[src/rtl/ad_top.sv]
// ad_top: SPI master for a 12-bit serial ADC; scans the Switch-selected channel and outputs 3-digit BCD.
// Build option AD_AVG_EN: average 4 consecutive same-channel samples before each output update.
module ad_top #(
  parameter int unsigned CLK_DIV = 25,
  parameter int unsigned T_QUIET = 100
) (
  input  logic        CLK,
  input  logic        Sys_RST,
  input  logic [1:0]  Switch,
  input  logic        SDI,
  output logic        SCLK,
  output logic        CS,
  output logic        SDO,
  output logic [11:0] AD_BCDOut,
  output logic [3:0]  AD_Address
);

  localparam int unsigned DW        = (CLK_DIV > 1) ? $clog2(CLK_DIV) : 1;
  localparam int unsigned QW        = (T_QUIET > 1) ? $clog2(T_QUIET) : 1;
  localparam int unsigned HW        = 6;
  localparam int unsigned FW        = 16;
  localparam int unsigned RW        = 12;
  localparam int unsigned VW        = 10;
  localparam int unsigned BW        = 12;
  localparam int unsigned IW        = 4;
  localparam int unsigned AW        = 4;
  localparam int unsigned HALVES    = 33;
  localparam int unsigned RX_HALVES = 2 * RW;
  localparam int unsigned DD_ITERS  = 10;
  localparam int unsigned SAT_VAL   = 999;
`ifdef AD_AVG_EN
  localparam int unsigned SW        = 14;
`endif

  typedef enum logic [1:0] {
    ST_QUIET   = 2'd0,
    ST_FRAME   = 2'd1,
    ST_CONVERT = 2'd2
  } state_t;

  state_t          state_q, state_d;
  logic [QW-1:0]   quiet_cnt_q, quiet_cnt_d;
  logic [DW-1:0]   div_cnt_q, div_cnt_d;
  logic [HW-1:0]   half_cnt_q, half_cnt_d;
  logic            sclk_q, sclk_d;
  logic            cs_q, cs_d;
  logic [FW-1:0]   tx_q, tx_d;
  logic [RW-1:0]   rx_q, rx_d;
  logic [AW-1:0]   addr_q, addr_d;
  logic [AW-1:0]   prev_addr_q, prev_addr_d;
  logic            prev_valid_q, prev_valid_d;
  logic [AW-1:0]   conv_addr_q, conv_addr_d;
  logic [VW-1:0]   bin_q, bin_d;
  logic [BW-1:0]   bcd_q, bcd_d;
  logic [IW-1:0]   iter_q, iter_d;
  logic [BW-1:0]   bcd_out_q, bcd_out_d;
  logic [AW-1:0]   addr_out_q, addr_out_d;
`ifdef AD_AVG_EN
  logic [SW-1:0]   acc_q, acc_d;
  logic [1:0]      acc_cnt_q, acc_cnt_d;
  logic [AW-1:0]   acc_addr_q, acc_addr_d;
  logic [SW-1:0]   acc_sum;
  logic            unused_sum_lsb;
`else
  logic            unused_rx_lsb;
`endif

  logic [VW-1:0]   val_raw;
  logic [VW-1:0]   val_sat;
  logic [BW-1:0]   dd_adj;
  logic [BW-1:0]   dd_bcd;
  logic [VW-1:0]   dd_bin;

  // Value to convert: top 10 bits of the sample (or of the 4-sample sum), clamped to 999
`ifdef AD_AVG_EN
  assign acc_sum        = acc_q + SW'(rx_q);
  assign val_raw        = acc_sum[SW-1:4];
  assign unused_sum_lsb = ^acc_sum[3:0];
`else
  assign val_raw        = rx_q[RW-1:2];
  assign unused_rx_lsb  = ^rx_q[1:0];
`endif
  assign val_sat = (val_raw > VW'(SAT_VAL)) ? VW'(SAT_VAL) : val_raw;

  // One double-dabble step: add 3 to any digit >= 5, then shift in the next binary bit
  always_comb begin
    dd_adj = bcd_q;
    for (int d = 0; d < 3; d++) begin
      if (bcd_q[4*d +: 4] >= 4'd5) begin
        dd_adj[4*d +: 4] = bcd_q[4*d +: 4] + 4'd3;
      end
    end
    dd_bcd = {dd_adj[BW-2:0], bin_q[VW-1]};
    dd_bin = {bin_q[VW-2:0], 1'b0};
  end

  always_comb begin
    state_d      = state_q;
    quiet_cnt_d  = quiet_cnt_q;
    div_cnt_d    = div_cnt_q;
    half_cnt_d   = half_cnt_q;
    sclk_d       = sclk_q;
    cs_d         = cs_q;
    tx_d         = tx_q;
    rx_d         = rx_q;
    addr_d       = addr_q;
    prev_addr_d  = prev_addr_q;
    prev_valid_d = prev_valid_q;
    conv_addr_d  = conv_addr_q;
    bin_d        = bin_q;
    bcd_d        = bcd_q;
    iter_d       = iter_q;
    bcd_out_d    = bcd_out_q;
    addr_out_d   = addr_out_q;
`ifdef AD_AVG_EN
    acc_d        = acc_q;
    acc_cnt_d    = acc_cnt_q;
    acc_addr_d   = acc_addr_q;
`endif

    unique case (state_q)
      ST_QUIET: begin
        if (quiet_cnt_q == QW'(T_QUIET - 1)) begin
          state_d     = ST_FRAME;
          quiet_cnt_d = '0;
          cs_d        = 1'b0;
          sclk_d      = 1'b0;
          div_cnt_d   = '0;
          half_cnt_d  = '0;
          addr_d      = {2'b00, Switch};
          tx_d        = {2'b00, Switch, 12'h000};
        end else begin
          quiet_cnt_d = quiet_cnt_q + QW'(1);
        end
      end

      ST_FRAME: begin
        if (div_cnt_q == DW'(CLK_DIV - 1)) begin
          div_cnt_d  = '0;
          half_cnt_d = half_cnt_q + HW'(1);
          if (half_cnt_q == HW'(HALVES - 1)) begin
            // Frame done: this frame's data belongs to the address sent in the previous frame
            cs_d         = 1'b1;
            half_cnt_d   = '0;
            quiet_cnt_d  = '0;
            prev_addr_d  = addr_q;
            prev_valid_d = 1'b1;
            conv_addr_d  = prev_addr_q;
            bin_d        = val_sat;
            bcd_d        = '0;
            iter_d       = '0;
            state_d      = ST_QUIET;
            if (prev_valid_q) begin
`ifdef AD_AVG_EN
              if (acc_cnt_q == 2'd0 || acc_addr_q != prev_addr_q) begin
                acc_d      = SW'(rx_q);
                acc_cnt_d  = 2'd1;
                acc_addr_d = prev_addr_q;
              end else if (acc_cnt_q == 2'd3) begin
                acc_d      = '0;
                acc_cnt_d  = 2'd0;
                state_d    = ST_CONVERT;
              end else begin
                acc_d      = acc_sum;
                acc_cnt_d  = acc_cnt_q + 2'd1;
              end
`else
              state_d = ST_CONVERT;
`endif
            end
          end else begin
            sclk_d = ~sclk_q;
            if (!sclk_q) begin
              if (half_cnt_q < HW'(RX_HALVES)) begin
                rx_d = {rx_q[RW-2:0], SDI};
              end
            end else begin
              tx_d = {tx_q[FW-2:0], 1'b0};
            end
          end
        end else begin
          div_cnt_d = div_cnt_q + DW'(1);
        end
      end

      ST_CONVERT: begin
        bcd_d  = dd_bcd;
        bin_d  = dd_bin;
        iter_d = iter_q + IW'(1);
        if (iter_q == IW'(DD_ITERS - 1)) begin
          bcd_out_d   = dd_bcd;
          addr_out_d  = conv_addr_q;
          quiet_cnt_d = '0;
          state_d     = ST_QUIET;
        end
      end

      default: begin
        state_d     = ST_QUIET;
        quiet_cnt_d = '0;
        cs_d        = 1'b1;
        sclk_d      = 1'b0;
      end
    endcase
  end

  always_ff @(posedge CLK) begin
    if (Sys_RST) begin
      state_q      <= ST_QUIET;
      quiet_cnt_q  <= '0;
      div_cnt_q    <= '0;
      half_cnt_q   <= '0;
      sclk_q       <= 1'b0;
      cs_q         <= 1'b1;
      tx_q         <= '0;
      rx_q         <= '0;
      addr_q       <= '0;
      prev_addr_q  <= '0;
      prev_valid_q <= 1'b0;
      conv_addr_q  <= '0;
      bin_q        <= '0;
      bcd_q        <= '0;
      iter_q       <= '0;
      bcd_out_q    <= '0;
      addr_out_q   <= '0;
`ifdef AD_AVG_EN
      acc_q        <= '0;
      acc_cnt_q    <= '0;
      acc_addr_q   <= '0;
`endif
    end else begin
      state_q      <= state_d;
      quiet_cnt_q  <= quiet_cnt_d;
      div_cnt_q    <= div_cnt_d;
      half_cnt_q   <= half_cnt_d;
      sclk_q       <= sclk_d;
      cs_q         <= cs_d;
      tx_q         <= tx_d;
      rx_q         <= rx_d;
      addr_q       <= addr_d;
      prev_addr_q  <= prev_addr_d;
      prev_valid_q <= prev_valid_d;
      conv_addr_q  <= conv_addr_d;
      bin_q        <= bin_d;
      bcd_q        <= bcd_d;
      iter_q       <= iter_d;
      bcd_out_q    <= bcd_out_d;
      addr_out_q   <= addr_out_d;
`ifdef AD_AVG_EN
      acc_q        <= acc_d;
      acc_cnt_q    <= acc_cnt_d;
      acc_addr_q   <= acc_addr_d;
`endif
    end
  end

  assign SCLK       = sclk_q;
  assign CS         = cs_q;
  assign SDO        = tx_q[FW-1];
  assign AD_BCDOut  = bcd_out_q;
  assign AD_Address = addr_out_q;

endmodule

[config.mk]
export PLATFORM = sky130hd
export DESIGN_NAME = ad_top
export DESIGN_NICKNAME = d
export VERILOG_FILES = /design/src/rtl/ad_top.sv
export SDC_FILE = /design/constraint.sdc
export NUM_CORES = 1
export LEC_CHECK = 0
export CORE_MARGIN = 8
export CORE_UTILIZATION = 30
export CTS_BUF_LIST = sky130_fd_sc_hd__clkbuf_8 sky130_fd_sc_hd__clkbuf_16
export DETAILED_ROUTE_END_ITERATION = 10
export HOLD_SLACK_MARGIN = 0.15
export PLACE_DENSITY = 0.46
export SLEW_MARGIN = 10
export SYNTH_ARGS = -nofsm -noshare
export SYNTH_HDL_FRONTEND = slang
export SYNTH_SLANG_ARGS = --single-unit
[constraint.sdc]
create_clock -name CLK -period 2.9 [get_ports CLK]
set_input_delay 0.29 -clock CLK [delete_from_list [all_inputs] [get_ports CLK]]
set_output_delay 0.29 -clock CLK [all_outputs]
set_load 0.1 [all_outputs]
==> run_results.csv, run 1 <==
group,metric,value,unit
place,place_congestion,0.7605,
setup_path,reg2regPathDepth,5,
routing,first_pass_iters,4,
setup_path,slowest_stage,"dfxtp_1",
final_layout,final_nets,476,
floorplan,die_area,16840,sq um
sta,setup-tns-final,0,ns
sta,worstMarginPinSlew,0.6173,ns
cts,post-cts-setup-buffers,0,
sta,hold_viol_final,0,
synth,syn_inst,445,
synth,avgSynthCellArea,8.727,sq um
setup_path,rr_startpoint,"state_q[0]$_SDFFE_PP0P_",
routing,drt-wirelength-per-cell,13.61,um
place,dp_slack,0.7070,ns
final_layout,final_layout_size_suffix_gt1_share,10.80,%
setup_path,slowest_delay,0.55,ns
setup_path,endpoint_kind,"register",
sta,fin_skew,0.007253,ns
synth,synthAdderAreaFrac,4.188,%
sta,timing.final.max_slew_violations,0,
routing,vias,3067,
sta,postLayoutSetupSlackWorst,0.7159,ns
setup_path,critPathMaxFanout,11,
outcome,outcome,"finished, final reports clean",
cts,cts.sinks,85,
sta,max_freq,0.4579,GHz
floorplan,rows,41,
sta,finalCriticalPeriod,2.184,ns
sta,setup_viol,0,
routing,totalWireLength,8643,um
synth,synth_top_flop_cell,"dfxtp_1",
routing,drcViolationCount,0,
synth,synth_top_area_share,43.81,%
power_and_ir_drop,p_per_area,543.8,nW/um^2
global_route,grt_max_degree,39,
sta,maxSlewHeadroom,58.60,%
synth,synth_area,3884,sq um
place,dpl_cell_area,4158,sq um
place,place_hpwl,5942,um
cts,cts_tree,"yes",
global_route,overflow,0,
synth,yosysTopAreaCell,"dfxtp_1",
floorplan,fp.dieW,129.8,um
power_and_ir_drop,p_leak,0.001703,uW
synth,synth_compound_area_share,14.72,%
setup_path,startpoint,"state_q[0]$_SDFFE_PP0P_",
sta,fin_crit_sh,75.31,%
cts,clkLatencyLatePin,0.33,ns
power_and_ir_drop,ir_drop,0.0003016,V
setup_path,worstSetupEndpoint,"bin_q[1]$_SDFFE_PP0P_",
routing,drt_iter0_markers,196,
cts,ctsHoldBuffers,0,
synth,yosysUniqueCellTypes,57,
floorplan,start_util,30.78,%
final_layout,stdcell_area,4466,sq um
setup_path,start_kind,"register",
global_route,grt_use_total,10.98,%
final_layout,final_util,35.39,%
cts,cts-root-buf,"clkbuf_16",
floorplan,core_area,12620,sq um
setup_path,cp.arrival,2.45,ns
cts,numCtsBuffers,9,
routing,ant_nets,0,
synth,yosys_warnings,0,
setup_path,timing.rr.end,"bin_q[1]$_SDFFE_PP0P_",
cts,cts_htree_levels,3,
sta,rsz0062_at_grt,"no",
sta,hold_slack,0.1939,ns
place,port_buffers,21,
min_path,worstHoldPathType,"in -> reg",
setup_path,ff2ff_setup_slack,0.72,ns
cts,clockBufferDepth,2,
global_route,antenna_found_initial,0,
setup_path,path_class,"reg -> reg",
setup_path,cp_data_required_time,3.16,ns
synth,synth_mux_area_share,4.929,%
floorplan,die_y,129.8,um
synth,synth_seq_cells,85,
final_layout,syn_to_final_growth,14.98,%
synth,synth_xor_area_share,3.608,%
global_route,grt_pass1_vias,3025,
routing,drt-vias-per-instance,4.830,
synth,async_flop_share,0,%
synth,synth_top_family_by_area,"simple AND/OR/NAND/NOR gates",
setup_path,crit_chain,"and2b_1 > nand4_1 > nand2_1 > o221ai_1 > a21oi_1",
synth,synth_area_leaders,"dfxtp_1 44%, nor2_1 6.6%, nand2_1 5.3%",
cts,clk_pin_slew,0.06,ns
job,cap_viol_max_count,0,
synth,synth_seq_area_share,43.81,%
synth,synth_edf_count,0,
synth,synth_simple_gate_area_share,23.36,%
cts,ctsResizeCount,0,
global_route,grt_first_pass_wirelength,14720,um
final_layout,diodes,0,
floorplan,ios,24,
==> flip-flops by register name, indices dropped and copies added, names as in the netlist <==
signal and count:
bcd_q 12, iter_q 4, rx_q 12, AD_BCDOut 12, prev_addr_q 2, CS 1
quiet_cnt_q 7, addr_q 2, div_cnt_q 5, SCLK 1, bin_q 10, AD_Address 2
half_cnt_q 6, prev_valid_q 1, state_q 2, conv_addr_q 2, tx_q 4
==> metrics by stage <==
step                      power [uW]  cells
after floorplan                 1239    446
after global placement          1252    619
after detailed placement        1252    619
after CTS                       2477    635
after global routing            2527    635
final                           2429    635
==> Yosys cell counts (2+ instances only) <==
cell type  number
nand2b_1        5
a221oi_1        3
buf_6           4
buf_2           5
mux2i_1        18
o211ai_1        2
a311oi_1        5
inv_1          14
clkbuf_1       12
and3_1          3
a22oi_1         9
a21oi_1        29
a311oi_2        2
buf_4           5
nand3_1        15
a211oi_1        4
dfxtp_1        85
nor3_1         12
nor2_1         68
nand4_1         8
nor3b_1         5
a32o_1          2
o21ai_0        12
a211o_1         2
xnor2_1         7
nand2_1        55
nand4b_1        2
xor2_1          9
a21o_1          2
o221ai_1        2
ha_1           13
==> critical path, delay by kind of cell (launching register included) <==
family / cells / cell delay [ns]
AND/OR/NAND/NOR: 3 / 1.26
flip-flops: 1 / 0.55
AO/OA/AOI/OAI: 2 / 0.31
==> cells by family after synthesis <==
family | count (synthesis)
AND/OR/NAND/NOR | 187
flip-flops | 85
AO/OA/AOI/OAI | 84
buffers and inverters | 40
multiplexers | 19
XOR/XNOR | 16
adder cells (fa/ha/maj) | 13
other | 1
==> metal layers <==
metal	global-route usage, %	routed length [um]
met5	0	0
met4	3.893	116
met3	2.774	304
met2	16.91	3828
met1	14.57	4394
==> worst min-delay path by stage <==
stage                                              to  slack, ns  depth (start not counted)                   startpoint
after floorplan                 tx_q[12]$_SDFFE_PP0P_       0.43                          1        tx_q[12]$_SDFFE_PP0P_
after global placement          bin_q[1]$_SDFFE_PP0P_       0.44                          2        bin_q[1]$_SDFFE_PP0P_
after detailed placement  prev_addr_q[1]$_SDFFE_PP0P_       0.45                          2  prev_addr_q[1]$_SDFFE_PP0P_
after CTS                  half_cnt_q[3]$_SDFFE_PP0P_       0.18                          2                      Sys_RST
after global routing       half_cnt_q[3]$_SDFFE_PP0P_       0.22                          2                      Sys_RST
final                      half_cnt_q[3]$_SDFFE_PP0P_       0.19                          2                      Sys_RST
==> final cells by class <==
cell class / instances / area (sq um)
Tap cell: 172 / 215.2
Multi-Input combinational cell: 321 / 1981
Fill cell: 1317 / 8154
Timing Repair Buffer: 27 / 207.7
Clock buffer: 9 / 225.2
Clock inverter: 7 / 82.58
Sequential cell: 85 / 1702
Inverter: 14 / 52.55
==> placed cells by master, fill, tap and decap left out, types with 4 or more instances in the layout <==
cell type  count
nand2_1       55
nor3_1        12
nand2b_1       5
a311oi_1       5
a211oi_1       4
nand4_1        8
nand3_1       15
ha_1          13
clkbuf_16      9
a21oi_1       29
nor2_1        68
inv_1         16
xor2_1         9
o21ai_0       12
xnor2_1        7
dfxtp_1       85
nor3b_1        5
mux2i_1       18
buf_4         23
a22oi_1        9
==> power breakdown <==
| part | internal (uW) | switching [uW] |
|---|---|---|
| combinational | 12.6 | 37.3 |
| clock | 744 | 460 |
| sequential | 1170 | 4.21 |
No activity file was read; power rests on OpenSTA's default activity.
==> inputs of run 2 (changes only) <==
--- a/config.mk
+++ b/config.mk
@@ -10,7 +10,7 @@
 export CTS_BUF_LIST = sky130_fd_sc_hd__clkbuf_8 sky130_fd_sc_hd__clkbuf_16
 export DETAILED_ROUTE_END_ITERATION = 10
 export HOLD_SLACK_MARGIN = 0.15
-export PLACE_DENSITY = 0.46
+export PLACE_DENSITY = 0.48
 export SLEW_MARGIN = 10
 export SYNTH_ARGS = -nofsm -noshare
 export SYNTH_HDL_FRONTEND = slang
==> constraint.sdc (replaced) <==
create_clock -name CLK -period 1.9 [get_ports CLK]
set_input_delay 0.19 -clock CLK [delete_from_list [all_inputs] [get_ports CLK]]
set_output_delay 0.19 -clock CLK [all_outputs]
set_load 0.1 [all_outputs]
==> run_results.csv, run 2 (synthesized netlist as in run 1, its figures left out) <==
group,metric,value,unit
outcome,outcome,"finished, final reports clean",
routing,drt-wirelength-per-cell,13.98,um
cts,cts_htree_levels,3,
final_layout,final_util,36.93,%
sta,finalCriticalPeriod,1.788,ns
sta,fin_crit_sh,94.08,%
min_path,worstHoldPathType,"in -> reg",
power_and_ir_drop,p_sw_share,21.32,%
job,cap_viol_max_count,0,
final_layout,final_cell_mix,"82 x dfxtp_1, 67 x nor2_1, 54 x nand2_1, 37 x buf_4, 28 x a21oi_1",
floorplan,die_area,16840,sq um
routing,drt_iter0_markers,206,
setup_path,startpoint,"div_cnt_q[1]$_SDFFE_PP0P_",
power_and_ir_drop,ir_drop,0.0003946,V
routing,drt-vias-per-instance,4.859,
setup_path,endpoint_kind,"register",
place,place_congestion,0.7387,
routing,ant_nets,0,
floorplan,start_util,30.78,%
floorplan,core_area,12620,sq um
setup_path,reg2regPathDepth,7,
cts,ctsHoldBuffers,0,
setup_path,rr_startpoint,"div_cnt_q[1]$_SDFFE_PP0P_",
power_and_ir_drop,seqPwrFrac,48.7,%
setup_path,start_kind,"register",
cts,clkLatencyLatePin,0.34,ns
place,place_hpwl,6295,um
sta,hold_slack,0.2204,ns
setup_path,cp.arrival,2.03,ns
cts,clockBufferDepth,2,
power_and_ir_drop,combPwrFrac,2.2,%
final_layout,final_nets,495,
place,dp_slack,0.04892,ns
sta,timing.final.max_slew_violations,0,
sta,maxSlewHeadroom,64.28,%
cts,cts_tree,"yes",
routing,totalWireLength,9140,um
cts,cts.sinks,85,
setup_path,cp_data_required_time,2.14,ns
floorplan,fp.dieW,129.8,um
place,placed_cells,635,
global_route,grt_use_total,11.28,%
power_and_ir_drop,power.switching,785.4,uW
sta,setup_viol,0,
power_and_ir_drop,clkPwrFrac,49.1,%
global_route,grt_first_pass_wirelength,15140,um
setup_path,ff2ff_setup_slack,0.11,ns
routing,drcViolationCount,0,
final_layout,fin_cells,654,
sta,setup-tns-final,0,ns
routing,vias,3178,
global_route,antenna_found_initial,0,
sta,rsz0062_at_grt,"no",
cts,cts-root-buf,"clkbuf_16",
final_layout,fillerInstances,1336,
sta,postLayoutSetupSlackWorst,0.1124,ns
cts,numCtsBuffers,9,
setup_path,worstSetupEndpoint,"bin_q[5]$_SDFFE_PP0P_",
sta,hold_viol_final,0,
final_layout,layout_commonest_cell,"dfxtp_1",
power_and_ir_drop,p_leak,0.001792,uW
setup_path,critPathMaxFanout,8,
power_and_ir_drop,internal_power,2898,uW
final_layout,diodes,0,
place,port_buffers,21,
global_route,grt_max_degree,27,
sta,fin_skew,0.004902,ns
final_layout,final_layout_size_suffix_gt1_share,16.18,%
setup_path,path_class,"reg -> reg",
sta,max_freq,0.5594,GHz
cts,clk_pin_slew,0.06,ns
routing,first_pass_iters,4,
floorplan,die_y,129.8,um
global_route,grt_pass1_vias,3040,
global_route,overflow,0,
final_layout,syn_to_final_growth,20.01,%
floorplan,ios,24,
min_path,min_from,"Sys_RST",
sta,worstMarginPinSlew,0.5353,ns
floorplan,rows,41,
power_and_ir_drop,p_per_area,790.4,nW/um^2
setup_path,timing.rr.end,"bin_q[5]$_SDFFE_PP0P_",
[run 2: metrics by stage]
| step | cell area, sq um | power, uW |
|---|---|---|
| 3_3_place_gp | 4304 | 1913 |
| 6_report | 4661 | 3684 |
| 5_1_grt | 4661 | 3828 |
| 3_5_place_dp | 4304 | 1914 |
| 2_1_floorplan | 3889 | 1891 |
| 4_1_cts | 4616 | 3739 |
[run 2: worst min-delay path by stage]
| stage | end | slack, ns | depth (start not counted) |
|---|---|---|---|
| 2_1_floorplan | addr_q[0]$_SDFFE_PP0P_ | 0.33 | 2 |
| 3_3_place_gp | prev_addr_q[0]$_SDFFE_PP0P_ | 0.45 | 2 |
| 3_5_place_dp | tx_q[12]$_SDFFE_PP0P_ | 0.44 | 1 |
| 4_1_cts | half_cnt_q[0]$_SDFFE_PP0P_ | 0.22 | 2 |
| 5_1_grt | addr_q[1]$_SDFFE_PP0P_ | 0.25 | 2 |
| 6_report | half_cnt_q[0]$_SDFFE_PP0P_ | 0.22 | 2 |
[run 2: final cells by class]
type	count	area [sq um]	area share, %
clock inverters	5	58.81	1.262
multi-input cells	323	2012	43.17
well taps	172	215.2	4.617
flip-flops and latches	85	1705	36.59
inverters	14	52.55	1.128
clock buffers	11	252.7	5.423
repair buffers	44	364.1	7.812
[run 2: critical path, stage by stage, from the launching register on]
cell and delay, ns:
dfxtp_2 0.36, inv_1 0.05, ha_1 0.18, and4b_2 0.32, nand4_1 0.27, buf_4 0.19, nand2_1 0.05, a311oi_1 0.27
[run 2: layer usage]
metal  GRT usage, %  wire length, um
met1          14.38             4411
met2          17.67             4165
met3          2.774              403
met4          5.123              159
met5              0                0
[run 2: repair_timing]
action                     4_1_cts  5_1_grt
setup buffers                    0        1
setup endpoints to repair        0       15
gates resized for setup          0        7
[run 2: power groups by stage]
stage / registers, uW / logic [uW] / clock network, uW
final: 1790 / 79.2 / 1810
after global routing: 1790 / 88.0 / 1950
after CTS: 1790 / 80.3 / 1870
after detailed placement: 1830 / 80.0 / 0
after global placement: 1830 / 79.6 / 0
after floorplan: 1830 / 58.9 / 0
==> inputs of run 3 (changes only) <==
--- a/config.mk
+++ b/config.mk
@@ -6,11 +6,11 @@
 export NUM_CORES = 1
 export LEC_CHECK = 0
 export CORE_MARGIN = 8
-export CORE_UTILIZATION = 30
-export CTS_BUF_LIST = sky130_fd_sc_hd__clkbuf_8 sky130_fd_sc_hd__clkbuf_16
+export CORE_UTILIZATION = 50
+export CTS_BUF_LIST = sky130_fd_sc_hd__clkbuf_16
 export DETAILED_ROUTE_END_ITERATION = 10
 export HOLD_SLACK_MARGIN = 0.15
-export PLACE_DENSITY = 0.48
+export PLACE_DENSITY = 0.72
 export SLEW_MARGIN = 10
 export SYNTH_ARGS = -nofsm -noshare
 export SYNTH_HDL_FRONTEND = slang
==> run_results.csv, run 3 (synthesized netlist as in run 1, its figures left out) <==
group,metric,value,unit
routing,first_pass_iters,4,
place,port_buffers,21,
routing,vias,3245,
floorplan,ios,24,
place,place_hpwl,5653,um
floorplan,rows,32,
global_route,grt_max_degree,71,
cts,cts-root-buf,"clkbuf_16",
final_layout,final_layout_size_suffix_gt1_share,14.82,%
setup_path,timing.rr.end,"tx_q[14]$_SDFFE_PP0P_",
cts,clkLatencyLatePin,0.34,ns
floorplan,core_area,7607,sq um
floorplan,fp.dieW,104.1,um
final_layout,diodes,0,
min_path,min_from,"prev_addr_q[0]$_SDFFE_PP0P_",
global_route,grt_use_total,15.56,%
routing,drt_iter0_markers,182,
floorplan,start_util,51.05,%
setup_path,cp_data_required_time,2.13,ns
cts,cts_htree_levels,3,
sta,finalCriticalPeriod,1.829,ns
cts,clk_pin_slew,0.07,ns
global_route,grt_first_pass_wirelength,14260,um
routing,totalWireLength,8204,um
power_and_ir_drop,ir_drop,0.0005406,V
routing,drt-wirelength-per-cell,14.12,um
setup_path,rr_startpoint,"half_cnt_q[0]$_SDFFE_PP0P_",
final_layout,final_nets,492,
global_route,overflow,0,
sta,fin_crit_sh,96.29,%
sta,setup-tns-final,0,ns
floorplan,die_area,10840,sq um
setup_path,path_class,"reg -> reg",
outcome,outcome,"finished, final reports clean",
power_and_ir_drop,p_per_area,830.8,nW/um^2
setup_path,reg2regPathDepth,7,
sta,postLayoutSetupSlackWorst,0.07056,ns
cts,numCtsBuffers,9,
cts,cts_tree,"yes",
setup_path,cp.arrival,2.06,ns
sta,rsz0062_at_grt,"yes",
setup_path,ff2ff_setup_slack,0.07,ns
sta,fin_skew,0.01110,ns
routing,ant_nets,0,
min_path,worstHoldPathType,"reg -> reg",
cts,clockBufferDepth,2,
setup_path,endpoint_kind,"register",
place,place_congestion,0.8185,
setup_path,start_kind,"register",
global_route,antenna_found_initial,0,
routing,drt-vias-per-instance,5.585,
final_layout,final_util,60.00,%
place,placed_cells,561,
setup_path,critPathMaxFanout,5,
job,cap_viol_max_count,0,
final_layout,fin_cells,581,
sta,setup_viol,0,
min_path,hold_depth,2,
power_and_ir_drop,p_leak,0.001782,uW
global_route,grt_pass1_vias,3183,
final_layout,layout_commonest_cell,"dfxtp_1",
final_layout,syn_to_final_growth,17.53,%
final_layout,final_cell_mix,"84 x dfxtp_1, 67 x nor2_1, 55 x nand2_1, 35 x buf_4, 28 x a21oi_1",
floorplan,die_y,104.1,um
place,dp_slack,0.05699,ns
sta,timing.final.max_slew_violations,0,
routing,drcViolationCount,0,
sta,max_freq,0.5466,GHz
min_path,holdPathEnd,"conv_addr_q[0]$_SDFFE_PP0P_",
cts,cts.sinks,85,
sta,hold_viol_final,0,
run 3: stage by stage:
step / hold WS, ns / total power (uW) / cell area, sq um
final: 0.4512 / 3792 / 4564
after global routing: 0.4590 / 3916 / 4564
after CTS: 0.4560 / 3815 / 4526
after detailed placement: 0.4464 / 1913 / 4187
after global placement: 0.4438 / 1911 / 4187
after floorplan: 0.3339 / 1891 / 3889
run 3: worst max-delay path: stages (launching register included):
cell and delay, ns:
dfxtp_1 0.36, inv_1 0.08, ha_1 0.21, and4bb_2 0.27
a211o_1 0.31, a21oi_2 0.17, nor2_1 0.09, a32o_1 0.22
run 3: cell type report:
cell class | count | area, sq um
clock buffers | 9 | 225.2
clock inverters | 7 | 103.9
fillers | 645 | 3043
inverters | 14 | 52.55
multi-input cells | 322 | 2004
flip-flops and latches | 85 | 1703
well taps | 102 | 127.6
repair buffers | 42 | 347.8
run 3: where the power goes:
part,internal (uW),switching (uW),leakage [uW]
registers,1790,6.66,0.000685
logic,23.2,57.5,0.000942
clock network,1170,749,0.000155
run 3: layer usage:
metal / up-vias / global-route usage, % / routed length, um
li1: 1617 / - / -
met1: 1556 / 18.68 / 3908
met2: 55 / 25.25 / 3832
met3: 17 / 3.532 / 273
met4: 0 / 8.480 / 191
met5: - / 0 / 0
run 3: what timing repair did:
item,4_1_cts,5_1_grt
hold buffers,1,0
setup buffers,0,2
resized for setup,0,4
endpoints found under the setup margin,0,15
hold endpoints to repair,3,0
run 3: worst max-delay path by stage:
stage                                from               endpoint  cells past startpoint
2_1_floorplan  half_cnt_q[0]$_SDFFE_PP0P_  tx_q[15]$_SDFFE_PP0P_                      7
3_3_place_gp   half_cnt_q[0]$_SDFFE_PP0P_  tx_q[15]$_SDFFE_PP0P_                      7
3_5_place_dp   half_cnt_q[0]$_SDFFE_PP0P_  tx_q[15]$_SDFFE_PP0P_                      7
4_1_cts        half_cnt_q[0]$_SDFFE_PP0P_  tx_q[15]$_SDFFE_PP0P_                      7
5_1_grt         div_cnt_q[1]$_SDFFE_PP0P_  bin_q[4]$_SDFFE_PP0P_                      7
6_report       half_cnt_q[0]$_SDFFE_PP0P_  tx_q[14]$_SDFFE_PP0P_                      7
